$ cat src/rtl/mapper_banks.sv
// Mode-selectable cartridge bank mapper (NROM, UxROM, CNROM, MMC1).
// Cartridge bus writes are synchronised into the SDRAM clock domain. SDRAM addresses are combinational.
module mapper_banks #(
  parameter int unsigned ADDR_BITS     = 25,
  parameter int unsigned PRG_BANK_BITS = 5,
  parameter int unsigned CHR_BANK_BITS = 5,
  parameter int unsigned SYNC_STAGES   = 2
) (
  input  logic                 clk,
  input  logic                 rst,
  input  logic [1:0]           mode,
  input  logic                 mirror_cfg,
  input  logic                 load_state,
  input  logic [ADDR_BITS-1:0] prg_offset,
  input  logic [ADDR_BITS-1:0] chr_offset,
  input  logic                 m2,
  input  logic                 cpu_rw,
  input  logic                 rom_ce,
  input  logic [14:0]          cpu_addr,
  input  logic [7:0]           cpu_data,
  input  logic [13:0]          ppu_addr,
  output logic [ADDR_BITS-1:0] prg_address,
  output logic [ADDR_BITS-1:0] chr_address,
  output logic                 ciram_a10,
  output logic                 write_ack
);

  localparam int unsigned BusW    = 26;
  localparam logic [4:0]  CtrlRst = 5'h0C;

  typedef enum logic [1:0] {ModeNrom, ModeUxrom, ModeCnrom, ModeMmc1} mode_e;

  // Bus synchroniser: {m2, rw, ce, addr, data} all share one chain.
  logic [BusW-1:0] sync_q [SYNC_STAGES];
  logic            m2_s, rw_s, ce_s;
  logic [14:0]     addr_s;
  logic [7:0]      data_s;

  always_ff @(posedge clk or posedge rst) begin
    if (rst) begin
      for (int i = 0; i < int'(SYNC_STAGES); i++) sync_q[i] <= '0;
    end else begin
      sync_q[0] <= {m2, cpu_rw, rom_ce, cpu_addr, cpu_data};
      for (int i = 1; i < int'(SYNC_STAGES); i++) sync_q[i] <= sync_q[i-1];
    end
  end

  assign {m2_s, rw_s, ce_s, addr_s, data_s} = sync_q[SYNC_STAGES-1];

  logic       cap_rw_q, cap_ce_q;
  logic [1:0] cap_sel_q;
  logic [7:0] cap_data_q;
  logic       m2_prev_q, fall_q;
  logic       m2_fall;

  assign m2_fall = m2_prev_q & ~m2_s;

  always_ff @(posedge clk or posedge rst) begin
    if (rst) begin
      cap_rw_q   <= 1'b1;
      cap_ce_q   <= 1'b1;
      cap_sel_q  <= '0;
      cap_data_q <= '0;
      m2_prev_q  <= 1'b0;
      fall_q     <= 1'b0;
    end else begin
      m2_prev_q <= m2_s;
      fall_q    <= m2_fall;
      if (m2_s) begin
        cap_rw_q   <= rw_s;
        cap_ce_q   <= ce_s;
        cap_sel_q  <= addr_s[14:13];
        cap_data_q <= data_s;
      end
    end
  end

  mode_e                    mode_q;
  logic [4:0]               ctrl_q, shift_q, shift_next;
  logic [2:0]               cnt_q;
  logic [1:0]               since_q;
  logic [CHR_BANK_BITS-1:0] chr0_q, chr1_q;
  logic [PRG_BANK_BITS-1:0] prg_q;
  logic                     ack_q;
  logic                     wr_event, accept;

  // NROM has no register, so its writes are neither acked nor counted as accepted.
  assign wr_event   = fall_q & ~cap_rw_q & ~cap_ce_q & ~load_state;
  assign accept     = wr_event && (mode_q != ModeNrom) &&
                      ((mode_q != ModeMmc1) || (since_q == 2'd2));
  assign shift_next = {cap_data_q[0], shift_q[4:1]};

  always_ff @(posedge clk or posedge rst) begin
    if (rst) begin
      mode_q  <= ModeNrom;
      ctrl_q  <= CtrlRst;
      chr0_q  <= '0;
      chr1_q  <= '0;
      prg_q   <= '0;
      shift_q <= '0;
      cnt_q   <= '0;
      since_q <= 2'd2;
      ack_q   <= 1'b0;
    end else if (load_state) begin
      mode_q  <= mode_e'(mode);
      ctrl_q  <= CtrlRst;
      chr0_q  <= '0;
      chr1_q  <= '0;
      prg_q   <= '0;
      shift_q <= '0;
      cnt_q   <= '0;
      since_q <= 2'd2;
      ack_q   <= 1'b0;
    end else begin
      ack_q <= accept;
      if (accept) begin
        since_q <= 2'd0;
      end else if (m2_fall && since_q != 2'd2) begin
        since_q <= since_q + 2'd1;
      end
      if (accept) begin
        case (mode_q)
          ModeUxrom: prg_q <= PRG_BANK_BITS'(cap_data_q);
          ModeCnrom: chr0_q <= CHR_BANK_BITS'(cap_data_q[CHR_BANK_BITS-2:0]);
          ModeMmc1: begin
            if (cap_data_q[7]) begin
              shift_q <= '0;
              cnt_q   <= '0;
              ctrl_q  <= ctrl_q | CtrlRst;
            end else if (cnt_q == 3'd4) begin
              unique case (cap_sel_q)
                2'd0: ctrl_q <= shift_next;
                2'd1: chr0_q <= CHR_BANK_BITS'(shift_next);
                2'd2: chr1_q <= CHR_BANK_BITS'(shift_next);
                2'd3: prg_q  <= PRG_BANK_BITS'(shift_next);
              endcase
              shift_q <= '0;
              cnt_q   <= '0;
            end else begin
              shift_q <= shift_next;
              cnt_q   <= cnt_q + 3'd1;
            end
          end
          default: ;
        endcase
      end
    end
  end

  assign write_ack = ack_q;

  logic [PRG_BANK_BITS-1:0] pidx;
  logic [CHR_BANK_BITS-1:0] cidx;
  logic                     a14, p12;

  assign a14 = cpu_addr[14];
  assign p12 = ppu_addr[12];

  always_comb begin
    pidx      = {{(PRG_BANK_BITS-1){1'b0}}, a14};
    cidx      = {{(CHR_BANK_BITS-1){1'b0}}, p12};
    ciram_a10 = mirror_cfg ? ppu_addr[10] : ppu_addr[11];
    case (mode_q)
      ModeUxrom: pidx = a14 ? '1 : prg_q;
      ModeCnrom: cidx = {chr0_q[CHR_BANK_BITS-2:0], p12};
      ModeMmc1: begin
        case (ctrl_q[3:2])
          2'd2:    pidx = a14 ? prg_q : '0;
          2'd3:    pidx = a14 ? '1 : prg_q;
          default: pidx = {prg_q[PRG_BANK_BITS-1:1], a14};
        endcase
        if (ctrl_q[4]) cidx = p12 ? chr1_q : chr0_q;
        else           cidx = {chr0_q[CHR_BANK_BITS-1:1], p12};
        unique case (ctrl_q[1:0])
          2'd0: ciram_a10 = 1'b0;
          2'd1: ciram_a10 = 1'b1;
          2'd2: ciram_a10 = ppu_addr[10];
          2'd3: ciram_a10 = ppu_addr[11];
        endcase
      end
      default: ;
    endcase
  end

  // Sums, not ORs: offsets need not be aligned to the bank size.
  assign prg_address = prg_offset + (ADDR_BITS'(pidx) << 14) + ADDR_BITS'(cpu_addr[13:0]);
  assign chr_address = chr_offset + (ADDR_BITS'(cidx) << 12) + ADDR_BITS'(ppu_addr[11:0]);

  logic unused_bits;
  assign unused_bits = ^{addr_s[12:0], ppu_addr[13]};

endmodule

$ cat config.mk
export PLATFORM = sky130hd
export DESIGN_NAME = mapper_banks
export DESIGN_NICKNAME = d
export VERILOG_FILES = /design/src/rtl/mapper_banks.sv
export SDC_FILE = /design/constraint.sdc
export NUM_CORES = 1
export LEC_CHECK = 0
export ABC_CLOCK_PERIOD_IN_PS = 3050
export BUFFER_PORTS_ARGS = -buffer_cell sky130_fd_sc_hd__buf_2
export CAP_MARGIN = 10
export CORE_ASPECT_RATIO = 2
export CORE_MARGIN = 2
export CORE_UTILIZATION = 45
export CTS_CLUSTER_SIZE = 40
export DETAILED_ROUTE_END_ITERATION = 8
export HOLD_SLACK_MARGIN = 0.08
export PLACE_DENSITY = 0.74
export SYNTH_ARGS = -nofsm -noshare
export SYNTH_HDL_FRONTEND = slang
export SYNTH_SLANG_ARGS = --single-unit
export TNS_END_PERCENT = 1
$ cat constraint.sdc
create_clock -name clk -period 3.05 [get_ports clk]
set_clock_uncertainty 0.05 [all_clocks]
set_input_delay 0.305 -clock clk [delete_from_list [all_inputs] [get_ports clk]]
set_output_delay 0.305 -clock clk [all_outputs]
set_load 0.005 [all_outputs]
Word level (Yosys, flattened, before mapping) --
Cells that the tools add are included.
Cells by class: div/mod/pow operators 0, shift operators 0, reductions and logical operators 23, mux-type cells 48, $add $sub $neg 6, $lt $le $gt $ge 0, eq/ne operators 20, bitwise operators 8, $mul 0
Operators by type and width (number):
- 5-bit two-way mux | 31
- 5-bit one-hot mux with 2 select lines | 5
- 25-bit by 12-bit adder with 25-bit output | 1
- 25-bit by 14-bit adder with 25-bit output | 1
- 25-bit by 17-bit adder with 25-bit output | 1
- 25-bit by 19-bit adder with 25-bit output | 1
- 5-bit AND reduction | 4
- 2-bit == test (second input constant) | 9
- 3-bit two-way mux | 5
- 3-bit nonzero test | 5
- 2-bit nonzero test | 6
- 2-bit by 1-bit == test with 1-bit output (second input constant) | 3
- 2-bit two-way mux | 3
- 2-bit inequality test (second input constant) | 3
- 3-bit by 2-bit inequality test with 1-bit output (second input constant) | 2
- 3-bit inequality test (second input constant) | 2
- 1-bit AND | 4
- 2-bit zero test | 2
- 1-bit inverter | 4
- 1-bit one-hot mux with 4 select lines | 1
- 4-bit AND reduction | 1
- 3-bit by 1-bit adder with 3-bit output (second input constant) | 1
- 3-bit == test (second input constant) | 1
- 1-bit logical AND | 3
- other kinds (4) | 6
Storage, ports and cells: bits in latches 0, bits in registers 99, memories 0, memory bits (read-only) 0, RAM bits 0

Depth between registers and ports, before layout --
Gate-level depths: netlist of the first run.
depth in word-level cells 8, mapped depth 15

Worst setup path before layout of the first run --
OpenSTA, ideal clock, no wires.
kind register to output, from register mode_q[0], to output chr_address[21], slack -0.121 ns, arrival 2.816 ns, buffers on the path 3, cell stages (with the launch flop) 16, cell sequence dfrtp_1 -> buf_2 -> and2_1 -> clkbuf_1 -> nand2_1 -> o21ai_0 -> o21ai_0 -> ha_1 -> clkbuf_1 -> a21oi_1 -> o211ai_1 -> a21o_1 -> a221o_1 -> a21o_1 -> nand3_1 -> xnor2_1
On the way: cells in the longest elaborated chain, start to end 4, elaborated cells between the ends (all ways) 5, classes of those cells 2 x add/sub; 2 x eq/ne; 1 x mux
Ends and longest elaborated chain:
- start, declared | RTL line 78 | mode_e mode_q;
- start signal, assigned | RTL line 95 | mode_q <= ModeNrom;
- start signal, assigned | RTL line 105 | mode_q <= mode_e'(mode);
- 2-bit == test | RTL line 163 | case (mode_q)
- 5-bit one-hot mux with 2 select lines (*) | RTL line 163
- 25-bit by 17-bit adder with 25-bit output (*) | RTL line 187 | assign chr_address = chr_offset + (ADDR_BITS'(cidx) << 12) + ADDR_BITS'(ppu_addr[11:0]);
- 25-bit by 12-bit adder with 25-bit output (*) | RTL line 187
- end, declared | RTL line 23 | output logic [ADDR_BITS-1:0] chr_address,
Every way passes the cells marked *; elsewhere a longest branch is shown, timed or not.

Worst setup path in the final report of the first run --
from register ctrl_q[3], to output prg_address[21]
On the way: cells in the longest elaborated chain, start to end 5, elaborated cells between the ends (all ways) 6, classes of those cells 2 x add/sub; 2 x eq/ne; 2 x mux
Ends and longest elaborated chain:
- start, declared | RTL line 79 | logic [4:0] ctrl_q, shift_q, shift_next;
- start signal, assigned | RTL line 96 | ctrl_q <= CtrlRst;
- start signal, assigned | RTL line 106 | ctrl_q <= CtrlRst;
- start signal, assigned | RTL line 129 | ctrl_q <= ctrl_q | CtrlRst;
- 2-bit == test | RTL line 167 | case (ctrl_q[3:2])
- 5-bit one-hot mux with 2 select lines (*) | RTL line 167
- 5-bit one-hot mux with 2 select lines (*) | RTL line 163
- 25-bit by 19-bit adder with 25-bit output (*) | RTL line 186 | assign prg_address = prg_offset + (ADDR_BITS'(pidx) << 14) + ADDR_BITS'(cpu_addr[13:0]);
- 25-bit by 14-bit adder with 25-bit output (*) | RTL line 186
- end, declared | RTL line 22 | output logic [ADDR_BITS-1:0] prg_address,
Marked as above.

==> metrics.txt, run 1 <==
routed len/inst=~15 um; Worst Hold Class=in -> async; syn nets=about 660; unrepaired setup endpoints after global routing=true; max-slew violations=0; failing checks=negative setup slack; starting density of the core=45.8%; Core Footprint=approximately 10000 um^2; htree depth=3; Final WS setup=-250 ps; largest family of logic cells by synthesized area=compound AO/OA/AOI/OAI gates; Synth area leader=dfrtp_1; xor and xnor area share after synthesis=~8.3%; CTS Sinks=66; 1st-pass router iterations=4; Pwr Total=approximately 3.1 mW; Setup CP Type=reg -> out; worst-margin pin slew=just over 800 ps; Worst VDD drop=approximately 0.00033 V; Final GP Congestion=approximately 0.9; Post-Syn Instances=about 530; share of cells above drive strength 1=between 30% and 40%; Compound-Gate Fraction of Synth Area=between 20% and 30%; Netlist Area Pre-Place=roughly 4800 um^2; Post-synth top cells=dfrtp_1 (61), nand2_1 (61), a21oi_1 (45); Routed WL=roughly 13000 um; period utilization=108%; routed vias/inst=about 5.5; Hold Vio Cnt, Final=0; CP max FO=3; syn_area_per_cell=9.05 um^2; chip height=roughly 150 um; dpl ws=-129 ps; post-route ant nets=0; ys async rst share=100%; gr usage total=between 20% and 30%; Critical Path RT=2690 ps; Top FF cell, synth=dfrtp_1; leakage power=between 3 and 4 nW; post-synthesis adder-cell area fraction=around 11%; minimum clock period after layout=3300 ps; Area Overhead vs Synth=33.2%; startpoint types=flip-flop; Post-synth EDFFs=0; clk root buf=clkbuf_16; vias in the first global route=slightly below 5000; row cnt=53; largest net degree at the start of global routing=between 40 and 50; Yosys reg bits=66; Synth warnings=0; area of the die=11500 um^2; fmax=303 MHz; max_slew headroom=between 40% and 50%; Max Cap Violations=0; total gr overflow=0; n_diodes=0; register area share after synthesis=34.7%; final net count=845; Crit. End Element=primary output; chip width=slightly below 80 um; Design Area, Final=roughly 6400 um^2; Clock Path Buffers=2; CP Data Arrival Time=just under 3000 ps; final setup fails=13; TritonCTS Buffers=9; port bufs=approximately 140; # DRC=0; fill count=899; first-pass GRT wire length=20900 um; synth top area cells=dfrtp_1 (32%), ha_1 (10%), xnor2_1 (5.7%); TNS Setup=-1690 ps; Synth Area in Simple Gates=17.0%; hold slack=~97 ps; Power Density=485 nW/um^2; top-level I/O count=148; CTS tree=built; placed cell areas=5790 um^2; mux contribution to synthesized area=under 10%; Netlist cell types=60; dpl hpwl=about 10000 um; initial antenna violation count=0; outcome=finished, violations left; DR vias=approximately 4700; Worst-path clk slew=about 50 ps; Synth top area share=between 30% and 40%; drt initial violations=90; worst skew pair latency=330 ps
-- routing by layer --
metal,vias to the layer above,GRT usage (%),routed length (um)
met3,35,3.44,661
li1,2255,-,-
met5,-,0,0
met1,2213,19.8,4130
met2,172,46.2,7390
met4,0,12.5,490
-- kinds of logic (layout without fill, tap and decap cells) --
logic type | count (synthesis) | in the layout
compound gates | 148 | 148
flops | 66 | 66
simple gates | 167 | 167
mux | 23 | 23
fa+ha+maj | 41 | 41
xor+xnor | 45 | 45
buf+inv | 37 | 223
-- power by group --
group,switching [mW],internal [mW]
logic,0.506,0.490
registers,0.0555,0.945
clock network,0.347,0.736
total,0.908,2.17
-- repair_timing --
action | 4_1_cts | 5_1_grt
hold endpoints to repair | 10 | 0
hold buffers | 10 | 0
setup endpoints to repair | 16 | 18
gates resized for setup | 15 | 11
pin swaps | 17 | 7
buffers inserted | 4 | 2
gates cloned | 0 | 0
-- metrics by stage --
stage,utilization (%),cells
floorplan,-,527
global route,61.1,850
detailed placement,55.6,818
CTS,60.3,848
global placement,55.6,818
finish,61.1,850
-- area by class of cell --
class | count | area, um^2 | area share (%)
Multi-Input combinational cell | 424 | 3060 | 48.2
Sequential cell | 66 | 1660 | 26.1
Timing Repair Buffer | 185 | 1060 | 16.8
Clock buffer | 13 | 250 | 3.94
Tap cell | 137 | 171 | 2.70
Inverter | 22 | 82.6 | 1.30
Clock inverter | 3 | 65.1 | 1.02
-- worst max-delay path, cell delays in order, from the launching register on --
cell and delay [ps]:
dfstp_2 560, buf_6 100, mux2i_1 160, a31oi_1 100
ha_1 320, a21o_1 200, a22o_1 230, o41a_1 310
a31oi_1 180, o21ai_2 110, nand3_1 90, xnor2_1 120
buf_2 140
-- final timing paths --
check	startpoint	end	slack, ps	depth (start not counted)
worst max-delay path	ctrl_q[3]$_DFFE_PP1P_	prg_address[21]	-250	12
max in group asynchronous	rst	chr1_q[2]$_DFFE_PP0P_	2130	3
worst min register to register	sync_q[51]$_DFF_PP0_	m2_s$_DFF_PP0_	300	0
worst min-delay path	rst	m2_s$_DFF_PP0_	100	2
worst max register to register	mode_q[0]$_DFFE_PP0P_	ctrl_q[1]$_DFFE_PP0P_	620	8
min in group clk	mode[0]	mode_q[0]$_DFFE_PP0P_	170	3
-- sequential cells by signal (all words and copies together) (netlist names), 2 cells and up --
register / flops
chr1_q: 5
mode_q: 2
cap_data_q: 6
since_q: 2
prg_q: 5
cap_sel_q: 2
cnt_q: 3
chr0_q: 5
shift_q: 4
data_s: 6
sync_q: 11
addr_s: 2
ctrl_q: 5
-- placed cells by master, fill, tap and decap left out, drive strengths merged, types with 3 or more instances in the layout --
master / instances
clkbuf: 13
dlygate4sd3: 10
o211ai: 5
nand2b: 10
dfrtp: 61
buf: 175
o21ai: 40
a311oi: 3
inv: 22
and2: 5
mux2: 21
a21oi: 46
a22o: 3
a211oi: 3
dfstp: 5
o211a: 5
and3: 8
nand3: 32
a21o: 15
nand4: 3
nor2: 26
ha: 39
xnor2: 31
xor2: 14
nor3: 5
nor2b: 10
a31oi: 8
nand2: 61
No activity file was read; power rests on OpenSTA's default activity.
==> inputs of run 2 (changes only) <==
--- a/config.mk
+++ b/config.mk
@@ -15,6 +15,7 @@
 export DETAILED_ROUTE_END_ITERATION = 8
 export HOLD_SLACK_MARGIN = 0.08
 export PLACE_DENSITY = 0.74
+export RECOVER_POWER = 25
 export SYNTH_ARGS = -nofsm -noshare
 export SYNTH_HDL_FRONTEND = slang
 export SYNTH_SLANG_ARGS = --single-unit
==> run 2 against run 1 <==
Against the previous run: the run ends with max-capacitance violations, negative setup slack left; sequential power about the same; critical path type unchanged; largest power group unchanged; highest routed layer unchanged; largest cell class unchanged; sequential share of layout area about the same; via count about the same.
==> metrics.txt, run 2 (synthesized netlist as in run 1, its figures left out) <==
largest net degree at the start of global routing=43 (unchanged); dpl hpwl=10000 um (unchanged); commonest non-fill, non-tap cell in the layout=buf_2; leakage power=3.11 nW (about the same); first-pass GRT wire length=20900 um (unchanged); vias in the first global route=4841 (unchanged); CP max FO=3 (unchanged); # DRC=0 (unchanged); Max Cap Violations=1 (+1); Core Footprint=10400 um^2 (unchanged); CP peak stage delay=560 ps (about the same); Worst VDD drop=0.000334 V (about the same); minimum clock period after layout=3300 ps (+0.133 ps); max_slew headroom=1.90% (-43 points); initial antenna violation count=0 (unchanged); Power Density=485 nW/um^2 (about the same); gr usage total=22.4% (unchanged); flop2flop setup slack=630 ps (about the same); share of cells above drive strength 1=33.7% (-0.28 points); TNS Setup=-1670 ps (+16.7 ps); Routed WL=12700 um (about the same); drt initial violations=91 (+1.1%); Crit. End Element=primary output; starting density of the core=45.8% (unchanged); Critical Path RT=2690 ps (about the same); top-level I/O count=148 (unchanged); 1st-pass router iterations=4 (unchanged); Hold Vio Cnt, Final=0 (unchanged); routed len/inst=14.9 um (about the same); Area Overhead vs Synth=33.2% (about the same); final setup fails=13 (unchanged); chip height=150 um (unchanged); most frequent cells in the layout=buf_2 (143), nand2_1 (60), dfrtp_1 (60), a21oi_1 (40), ha_1 (37); port bufs=144 (unchanged); n_diodes=0 (unchanged); worst-margin pin slew=1470 ps (+647 ps); max reg flops=11 (unchanged); Clock Path Buffers=2 (unchanged); CP Data Arrival Time=2940 ps (about the same); Cell Chain, Critical Path=buf_6, mux2i_1, a31oi_1, ha_1, a21o_1, a22o_1, o41a_1, a31oi_1, o21ai_2, nand3_1, xnor2_1, buf_2; most used cell, CP=a31oi_1; total gr overflow=0 (unchanged); Worst Hold Class=in -> reg; max-slew violations=0 (unchanged); Setup CP Type=reg -> out; final net count=845 (unchanged); post-route ant nets=0 (unchanged); TritonCTS Buffers=9 (unchanged); chip width=76.8 um (unchanged); final core occ=61.0% (about the same); Post-Layout Cell Count=850 (unchanged); htree depth=3 (unchanged); CTS tree=built; outcome=finished, violations left; row cnt=53 (unchanged); dpl cells=818 (unchanged); DR vias=4678 (+0.064%); largest reg by FF count=sync_q; slowest stage cell, crit path=dfstp_2; failing checks=max-capacitance violations, negative setup slack; unrepaired setup endpoints after global routing=true; area of the die=11500 um^2 (unchanged); worst skew pair latency=330 ps (about the same); startpoint types=flip-flop; Worst-path clk slew=50 ps (about the same); Final WS setup=-250 ps (-0.133 ps); CTS Sinks=66 (unchanged); Final GP Congestion=0.890 (unchanged); clk root buf=clkbuf_16; Pwr Total=3.08 mW (about the same); routed vias/inst=5.50 (about the same); dpl ws=-129 ps (unchanged); period utilization=108% (about the same); fmax=303 MHz (about the same)
run 2: changes by cell type in the layout (fill, tap and decap cells not counted), sizes merged:
cell / previous run / this run
clkbuf: 13 / 15
buf: 175 / 173
run 2: where the power goes:
group          internal (mW)  switching [mW]  leakage, nW  total (mW)
clock                  0.737           0.349        0.154        1.09
sequential             0.945          0.0554        0.815        1.00
combinational          0.490           0.506         2.14       0.996
total                   2.17           0.910         3.11        3.08
run 2: timing repair:
action | 4_1_cts | 5_1_grt
hold endpoints to repair | 10 | 0
endpoints found under the setup margin | 16 | 18
hold buffers | 10 | 0
cloned | 0 | 0
pin swaps | 17 | 7
buffers inserted | 4 | 2
gates resized for setup | 15 | 11
run 2: cell type report:
class / instances / area (um^2)
fill: 900 / 4060
clock buffer: 13 / 250
tap: 137 / 171
timing repair buffer: 185 / 1060
inverter: 22 / 82.6
clock inverter: 3 / 65.1
multi-input combinational: 424 / 3060
sequential: 66 / 1660
run 2: final timing paths:
kind,start,end,cells past startpoint
setup reg to reg,mode_q[0]$_DFFE_PP0P_,ctrl_q[1]$_DFFE_PP0P_,8
hold reg to reg,sync_q[51]$_DFF_PP0_,m2_s$_DFF_PP0_,0
min in group asynchronous,rst,sync_q[33]$_DFF_PP0_,2
max in group asynchronous,rst,chr1_q[2]$_DFFE_PP0P_,3
hold / removal,mode[0],mode_q[0]$_DFFE_PP0P_,3
setup / recovery,ctrl_q[3]$_DFFE_PP1P_,prg_address[21],12
run 2: metrics by stage:
stage / hold WS (ps) / instance area, um^2
4_1_cts: 117 / 6280
3_3_place_gp: 281 / 5790
2_1_floorplan: 281 / 4780
5_1_grt: 172 / 6350
3_5_place_dp: 285 / 5790
6_report: 164 / 6350
run 2: critical path: cells and delay by family, from the launching register on:
family | cells | cell delay (ps)
fa+ha+maj | 1 | 320
buf+inv | 2 | 240
xor+xnor | 1 | 120
simple gates | 1 | 90
compound gates | 6 | 1130
flops | 1 | 560
mux | 1 | 160
run 2: metal layers:
metal	share of wire, %	GRT usage, %	vias to the layer above
met5	0	0	-
met4	4.2	12.5	0
met3	4.9	3.44	38
met2	58	46.2	172
met1	33	19.8	2212
li1	-	-	2256
